**src/rtl/alu_dispatch.sv**
```systemverilog
// Request FIFO feeding a single-outstanding ALU issue/wait/response sequencer.
// Define ALU_DISPATCH_STATS_EN to add the op_count completed-handshake counter.
module alu_dispatch #(
  parameter int unsigned FIFO_DEPTH = 4,
  parameter int unsigned ALU_LAT    = 2
) (
  input  logic        clk,
  input  logic        rst,
  input  logic        req_valid,
  output logic        req_ready,
  input  logic [1:0]  req_op,
  input  logic [7:0]  req_a,
  input  logic [7:0]  req_b,
  output logic        op_start,
  output logic [1:0]  operation,
  output logic [7:0]  operand_a,
  output logic [7:0]  operand_b,
  input  logic [15:0] result,
  output logic        rsp_valid,
  input  logic        rsp_ready,
  output logic [15:0] rsp_result,
  output logic [1:0]  rsp_op,
`ifdef ALU_DISPATCH_STATS_EN
  output logic [15:0] op_count,
`endif
  output logic        busy
);

  localparam int unsigned PW = $clog2(FIFO_DEPTH);
  localparam logic [PW:0] PTR_ONE = 1;

  typedef enum logic [1:0] {IDLE, ISSUE, WAIT, RESP} state_t;

  state_t      state;
  logic [17:0] mem [FIFO_DEPTH];
  logic [PW:0] wr_ptr, rd_ptr;
  logic [17:0] head;
  logic [3:0]  wait_cnt;
  logic        empty, full, push, pop;

  assign empty     = (wr_ptr == rd_ptr);
  assign full      = (wr_ptr[PW] != rd_ptr[PW]) && (wr_ptr[PW-1:0] == rd_ptr[PW-1:0]);
  assign req_ready = !rst && !full;
  assign push      = req_valid && req_ready;
  assign pop       = (state == ISSUE);
  assign head      = mem[rd_ptr[PW-1:0]];
  assign busy      = (state != IDLE) || !empty;

  always_ff @(posedge clk) begin
    if (push) mem[wr_ptr[PW-1:0]] <= {req_op, req_a, req_b};
  end

  always_ff @(posedge clk) begin
    if (rst) begin
      wr_ptr <= '0;
      rd_ptr <= '0;
    end else begin
      if (push) wr_ptr <= wr_ptr + PTR_ONE;
      if (pop)  rd_ptr <= rd_ptr + PTR_ONE;
    end
  end

  // Operands are loaded on the edge entering ISSUE so they are already valid
  // during the op_start cycle; the head entry itself is popped at the end of ISSUE.
  always_ff @(posedge clk) begin
    if (rst) begin
      state      <= IDLE;
      op_start   <= 1'b0;
      operation  <= '0;
      operand_a  <= '0;
      operand_b  <= '0;
      rsp_valid  <= 1'b0;
      rsp_result <= '0;
      rsp_op     <= '0;
      wait_cnt   <= '0;
    end else begin
      op_start <= 1'b0;
      case (state)
        IDLE: begin
          if (!empty) begin
            state <= ISSUE;
            op_start <= 1'b1;
            {operation, operand_a, operand_b} <= head;
          end
        end
        ISSUE: begin
          state    <= WAIT;
          wait_cnt <= 4'(ALU_LAT - 1);
        end
        WAIT: begin
          if (wait_cnt == '0) begin
            state      <= RESP;
            rsp_valid  <= 1'b1;
            rsp_result <= result;
            rsp_op     <= operation;
          end else begin
            wait_cnt <= wait_cnt - 4'd1;
          end
        end
        RESP: begin
          if (rsp_ready) begin
            rsp_valid <= 1'b0;
            if (!empty) begin
              state <= ISSUE;
              op_start <= 1'b1;
              {operation, operand_a, operand_b} <= head;
            end else begin
              state <= IDLE;
            end
          end
        end
        default: state <= IDLE;
      endcase
    end
  end

`ifdef ALU_DISPATCH_STATS_EN
  always_ff @(posedge clk) begin
    if (rst) op_count <= '0;
    else if (rsp_valid && rsp_ready) op_count <= op_count + 16'd1;
  end
`endif

endmodule
```
**config.mk**
```make
export PLATFORM = sky130hd
export DESIGN_NAME = alu_dispatch
export DESIGN_NICKNAME = d
export VERILOG_FILES = /design/src/rtl/alu_dispatch.sv
export SDC_FILE = /design/constraint.sdc
export NUM_CORES = 1
export LEC_CHECK = 0
export ABC_AREA = 1
export CORE_UTILIZATION = 55
export DETAILED_ROUTE_END_ITERATION = 16
export PLACE_DENSITY = 0.83
export SYNTH_ARGS = -nofsm -noshare
export SYNTH_HDL_FRONTEND = slang
export SYNTH_SLANG_ARGS = --single-unit
```
**constraint.sdc**
```tcl
create_clock -name clk -period 6.5 [get_ports clk]
set_input_delay 0.65 -clock clk [delete_from_list [all_inputs] [get_ports clk]]
set_output_delay 0.65 -clock clk [all_outputs]
set_load 0.01 [all_outputs]
```
==> impl_metrics.csv <==
group,metric,value,unit
yosys,synth_nets,489,
route,vias,3535,
clock_tree,clockRootBuffer,"sky130_fd_sc_hd__clkbuf_8",
pwr,power_per_cell_area,438,nW/um^2
clock_tree,clkSinkCount,124,
route,wl_met2,5460,um
floorplanning,chip_width,95.9,um
worst_setup_path,critPathArrivalTime,2.05,ns
timing,tightest_slew,1.14,ns
place,io_buffers,77,
yosys,synth_area,4850,sq um
clock_tree,cts_tree,"built",
timing,slew-limit-headroom,23.5,%
route,detailedRoute.firstPassIterationCount,5,
clock_tree,clk_transition_reported_paths,0.06,ns
hold_path,hold_path.startpoint,"rsp_valid",
yosys,synthAdderAreaFrac,2.84,%
pwr,worst_ir_drop_vdd,323,uV
finish,final_layout_size_suffix_gt1_share,8.75,%
pwr,p_switching,899,uW
pwr,sequentialPowerShare,39.1,%
yosys,seq_cells_post_synth,124,
place,placed_cells,610,
global_routing,grt_overflow_total,0,
worst_setup_path,cp_slowest_stage_delay,0.53,ns
worst_setup_path,path_common_cell,"sky130_fd_sc_hd__nand2_1",
yosys,synth-seq-area-share,66.0,%
finish,syn2layout_area_growth,28.3,%
place,dp_worst_setup_slack,3.66,ns
route,met3_wirelength,573,um
clock_tree,post_cts_hold_buffer_count,0,
floorplanning,top_level_ports,78,
clock_tree,post_cts_resize_count,0,
timing,rsz0062_at_grt,"no",
worst_setup_path,crit_path_start_kind,"flip-flop",
pwr,combPwrFrac,30.3,%
route,post_route_met1_wirelength,4370,um
floorplanning,floorplan.initialDensity,57.9,%
worst_setup_path,critical_path.top_delay_family,"buffers and inverters",
worst_setup_path,crit_type,"reg -> out",
global_routing,track_usage,25.2,%
finish,mostFrequentLayoutCell,"sky130_fd_sc_hd__nor2_1",
yosys,post_synth_inst_count,440,
finish,finish.cell_count_without_fillers,642,
yosys,yosysWarningCount,0,
timing,period_share,41.6,%
clock_tree,cts.repair_timing.setup_buffer_count,0,
finish,most-common-layout-cells,"sky130_fd_sc_hd__nor2_1, sky130_fd_sc_hd__clkdlybuf4s50_1, sky130_fd_sc_hd__edfxtp_1",
timing,timing.fmax,0.370,GHz
timing,finalWorstPathRequiredPeriod,2.70,ns
worst_setup_path,rr_endpoint,"rsp_op[1]",
yosys,synth_xor_xnor_area_share,0.181,%
pwr,power.leakage,2.35,nW
pwr,total_power,2.73,mW
hold_path,hold_path.class,"reg -> reg",
global_routing,largest_net_degree_at_the_start_of_global_routing,46,
route,route.antenna.remaining_nets,0,
worst_setup_path,r2r_setup_slack,4.02,ns
worst_setup_path,path_max_fanout,5,
pwr,switching_share_of_power,33.0,%
floorplanning,fp-row-count,33,
clock_tree,cts-root-to-sink-buffers,2,
worst_setup_path,critical_path.n_buffers_inverters,3,
clock_tree,worstSkewPairLatency,0.52,ns
clock_tree,cts_htree_levels,4,
yosys,portion_of_netlist_area_occupied_by_mux_cells,3.71,%
worst_setup_path,cp-end-kind,"output port",
hold_path,worst_case_hold_path_end_point,"rsp_valid",
finish,nets,573,
place,half_perimeter_wire_length_after_detailed_placement,6360,um
worst_setup_path,timing.critical_path.required,5.85,ns
floorplanning,design.core.area,8380,sq um
clock_tree,numCtsBuffers,17,
global_routing,global_route_wire_length_before_repair,16700,um
pwr,clock_power_share,30.7,%
run_status,outcome,"completed",
route,top_layer_used,"met4",
yosys,synthSimpleGateAreaFrac,12.2,%
place,routability_congestion_estimate_from_global_placement,0.817,
yosys,compound_gate_portion_of_the_synthesized_area,10.5,%
timing,final.setup.tns,0,ns
worst_setup_path,cell_chain_critical_path,"inv_2 -> nand2_1 -> nand2_1 -> nand4_1 -> nand2_1 -> inv_1 -> clkdlybuf4s50_1",
timing,final_slew_viol_count,0,
worst_setup_path,number_of_cell_instances_on_the_worst_register_to_register_path,7,
worst_setup_path,worst_path_max_delay_cell,"sky130_fd_sc_hd__clkdlybuf4s50_1",
route,route.final.wire_length,10700,um
yosys,dominant_combinational_cell_family_by_area_after_synthesis,"simple AND/OR/NAND/NOR gates",
job,drv_cap,0,
route,drc,0,
finish,insertedDiodeCount,0,
hold_path,worst_hold_path_depth,2,
yosys,post_synth.cell_area_avg,11.0,sq um
timing,post-route-worst-setup-slack,3.80,ns
timing,hold_violations,0,
pwr,internal_power,1.83,mW
route,dr.first_iter.drc_count,217,
global_routing,first_global_vias,3431,
yosys,yosys.cell_types.count,30,
route,route.detailed.vias_per_inst,5.51,
floorplanning,die_h,95.9,um
route,routed_wl_per_cell,16.7,um
global_routing,antenna_found_initial,0,
worst_setup_path,reg2reg_from,"state[0]",
timing,setup_violations,0,
floorplanning,die_area,9200,sq um
timing,finalClockSkew,0.00777,ns
-- worst reg2reg max path, delay by kind of cell, from the launching register on --
family | cells | cell delay (ns)
adder cells (fa/ha/maj) | 1 | 0.25
buffers and inverters | 3 | 0.58
AND/OR/NAND/NOR | 3 | 1.18
flip-flops | 1 | 0.35
-- sequential cells by signal, summed over array words and instances, names as in the netlist, 3 cells and up, named ones only --
name        count
wait_cnt        4
operand_a       8
rd_ptr          3
mem            72
wr_ptr          3
rsp_result     16
operand_b       8
-- power by group through the flow --
stage	Clock [mW]	Combinational, mW	Sequential (mW)
after CTS	0.845	0.826	1.07
after floorplan	0	0.450	1.10
after global routing	0.887	0.909	1.08
after detailed placement	0	0.809	1.08
final	0.836	0.825	1.07
after global placement	0	0.783	1.07
-- cells in the mapped netlist --
cell type                       number  share of area (%)
sky130_fd_sc_hd__nor2_1            103                8.0
sky130_fd_sc_hd__edfxtp_1           72                 45
sky130_fd_sc_hd__o21ai_0            62                6.4
sky130_fd_sc_hd__dfxtp_1            52                 21
sky130_fd_sc_hd__nand2_1            25                1.9
sky130_fd_sc_hd__inv_1              23                1.8
sky130_fd_sc_hd__mux2i_1            18                3.7
sky130_fd_sc_hd__o22ai_1            18                2.3
sky130_fd_sc_hd__a21oi_1            13                1.3
sky130_fd_sc_hd__ha_1               11                2.8
sky130_fd_sc_hd__clkbuf_1            7               0.54
sky130_fd_sc_hd__buf_2               6               0.62
sky130_fd_sc_hd__inv_2               4               0.31
sky130_fd_sc_hd__nand3_1             4               0.41
sky130_fd_sc_hd__nand4_1             3               0.39
sky130_fd_sc_hd__buf_4               2               0.31
sky130_fd_sc_hd__clkinv_1            2               0.15
sky130_fd_sc_hd__nand2_2             2               0.26
sky130_fd_sc_hd__nor3_1              2               0.21
sky130_fd_sc_hd__buf_6               1               0.23
sky130_fd_sc_hd__buf_8               1               0.31
sky130_fd_sc_hd__dlygate4sd1_1       1               0.18
sky130_fd_sc_hd__inv_6               1               0.18
sky130_fd_sc_hd__nand2_4             1               0.23
sky130_fd_sc_hd__nand3_4             1               0.36
sky130_fd_sc_hd__nor2_8              1               0.41
sky130_fd_sc_hd__o21a_1              1               0.15
sky130_fd_sc_hd__o21ai_1             1               0.10
sky130_fd_sc_hd__o21bai_1            1               0.15
sky130_fd_sc_hd__xor2_1              1               0.18
-- cells by family (layout without fill, tap and decap cells) --
kind of cell    after synthesis  in the layout
fa+ha+maj                    11             11
buf+inv                      48            145
mux                          18             18
xor+xnor                      1              1
flops                       124            124
compound gates               96             96
simple gates                142            142
-- layer usage --
| metal | GRT usage [%] | vias up |
|---|---|---|
| met5 | 0 | - |
| met4 | 10.9 | 0 |
| met3 | 7.27 | 25 |
| met2 | 42.1 | 130 |
| met1 | 30.6 | 1688 |
| li1 | - | 1692 |
-- how the worst max path moves through the flow --
stage | from | to | cells past startpoint
finish | wr_ptr[1] | req_ready | 7
floorplan | rst | mem[0][0] | 3
global route | wr_ptr[1] | req_ready | 7
CTS | wr_ptr[0] | req_ready | 7
global placement | rst | mem[1][0] | 6
detailed placement | rst | mem[1][2] | 6
-- final cells by class --
type                    instances  area [sq um]
fillers                       540          2160
clock buffers                  20           445
clock inverters                12          87.6
repair buffers                 83           816
multi-input cells             268          1430
well taps                     105           131
inverters                      30           118
flip-flops and latches        124          3200
-- metrics by stage --
stage          utilization, %  hold slack (ns)  cell area, sq um
4_1_cts                  74.3            0.470              6230
3_5_place_dp             67.9            0.459              5690
3_3_place_gp             67.9            0.449              5690
2_1_floorplan               -            0.438              4850
5_1_grt                  74.3            0.494              6230
6_report                 74.3            0.466              6230
Note: power is estimated with default switching activity, not from simulation.
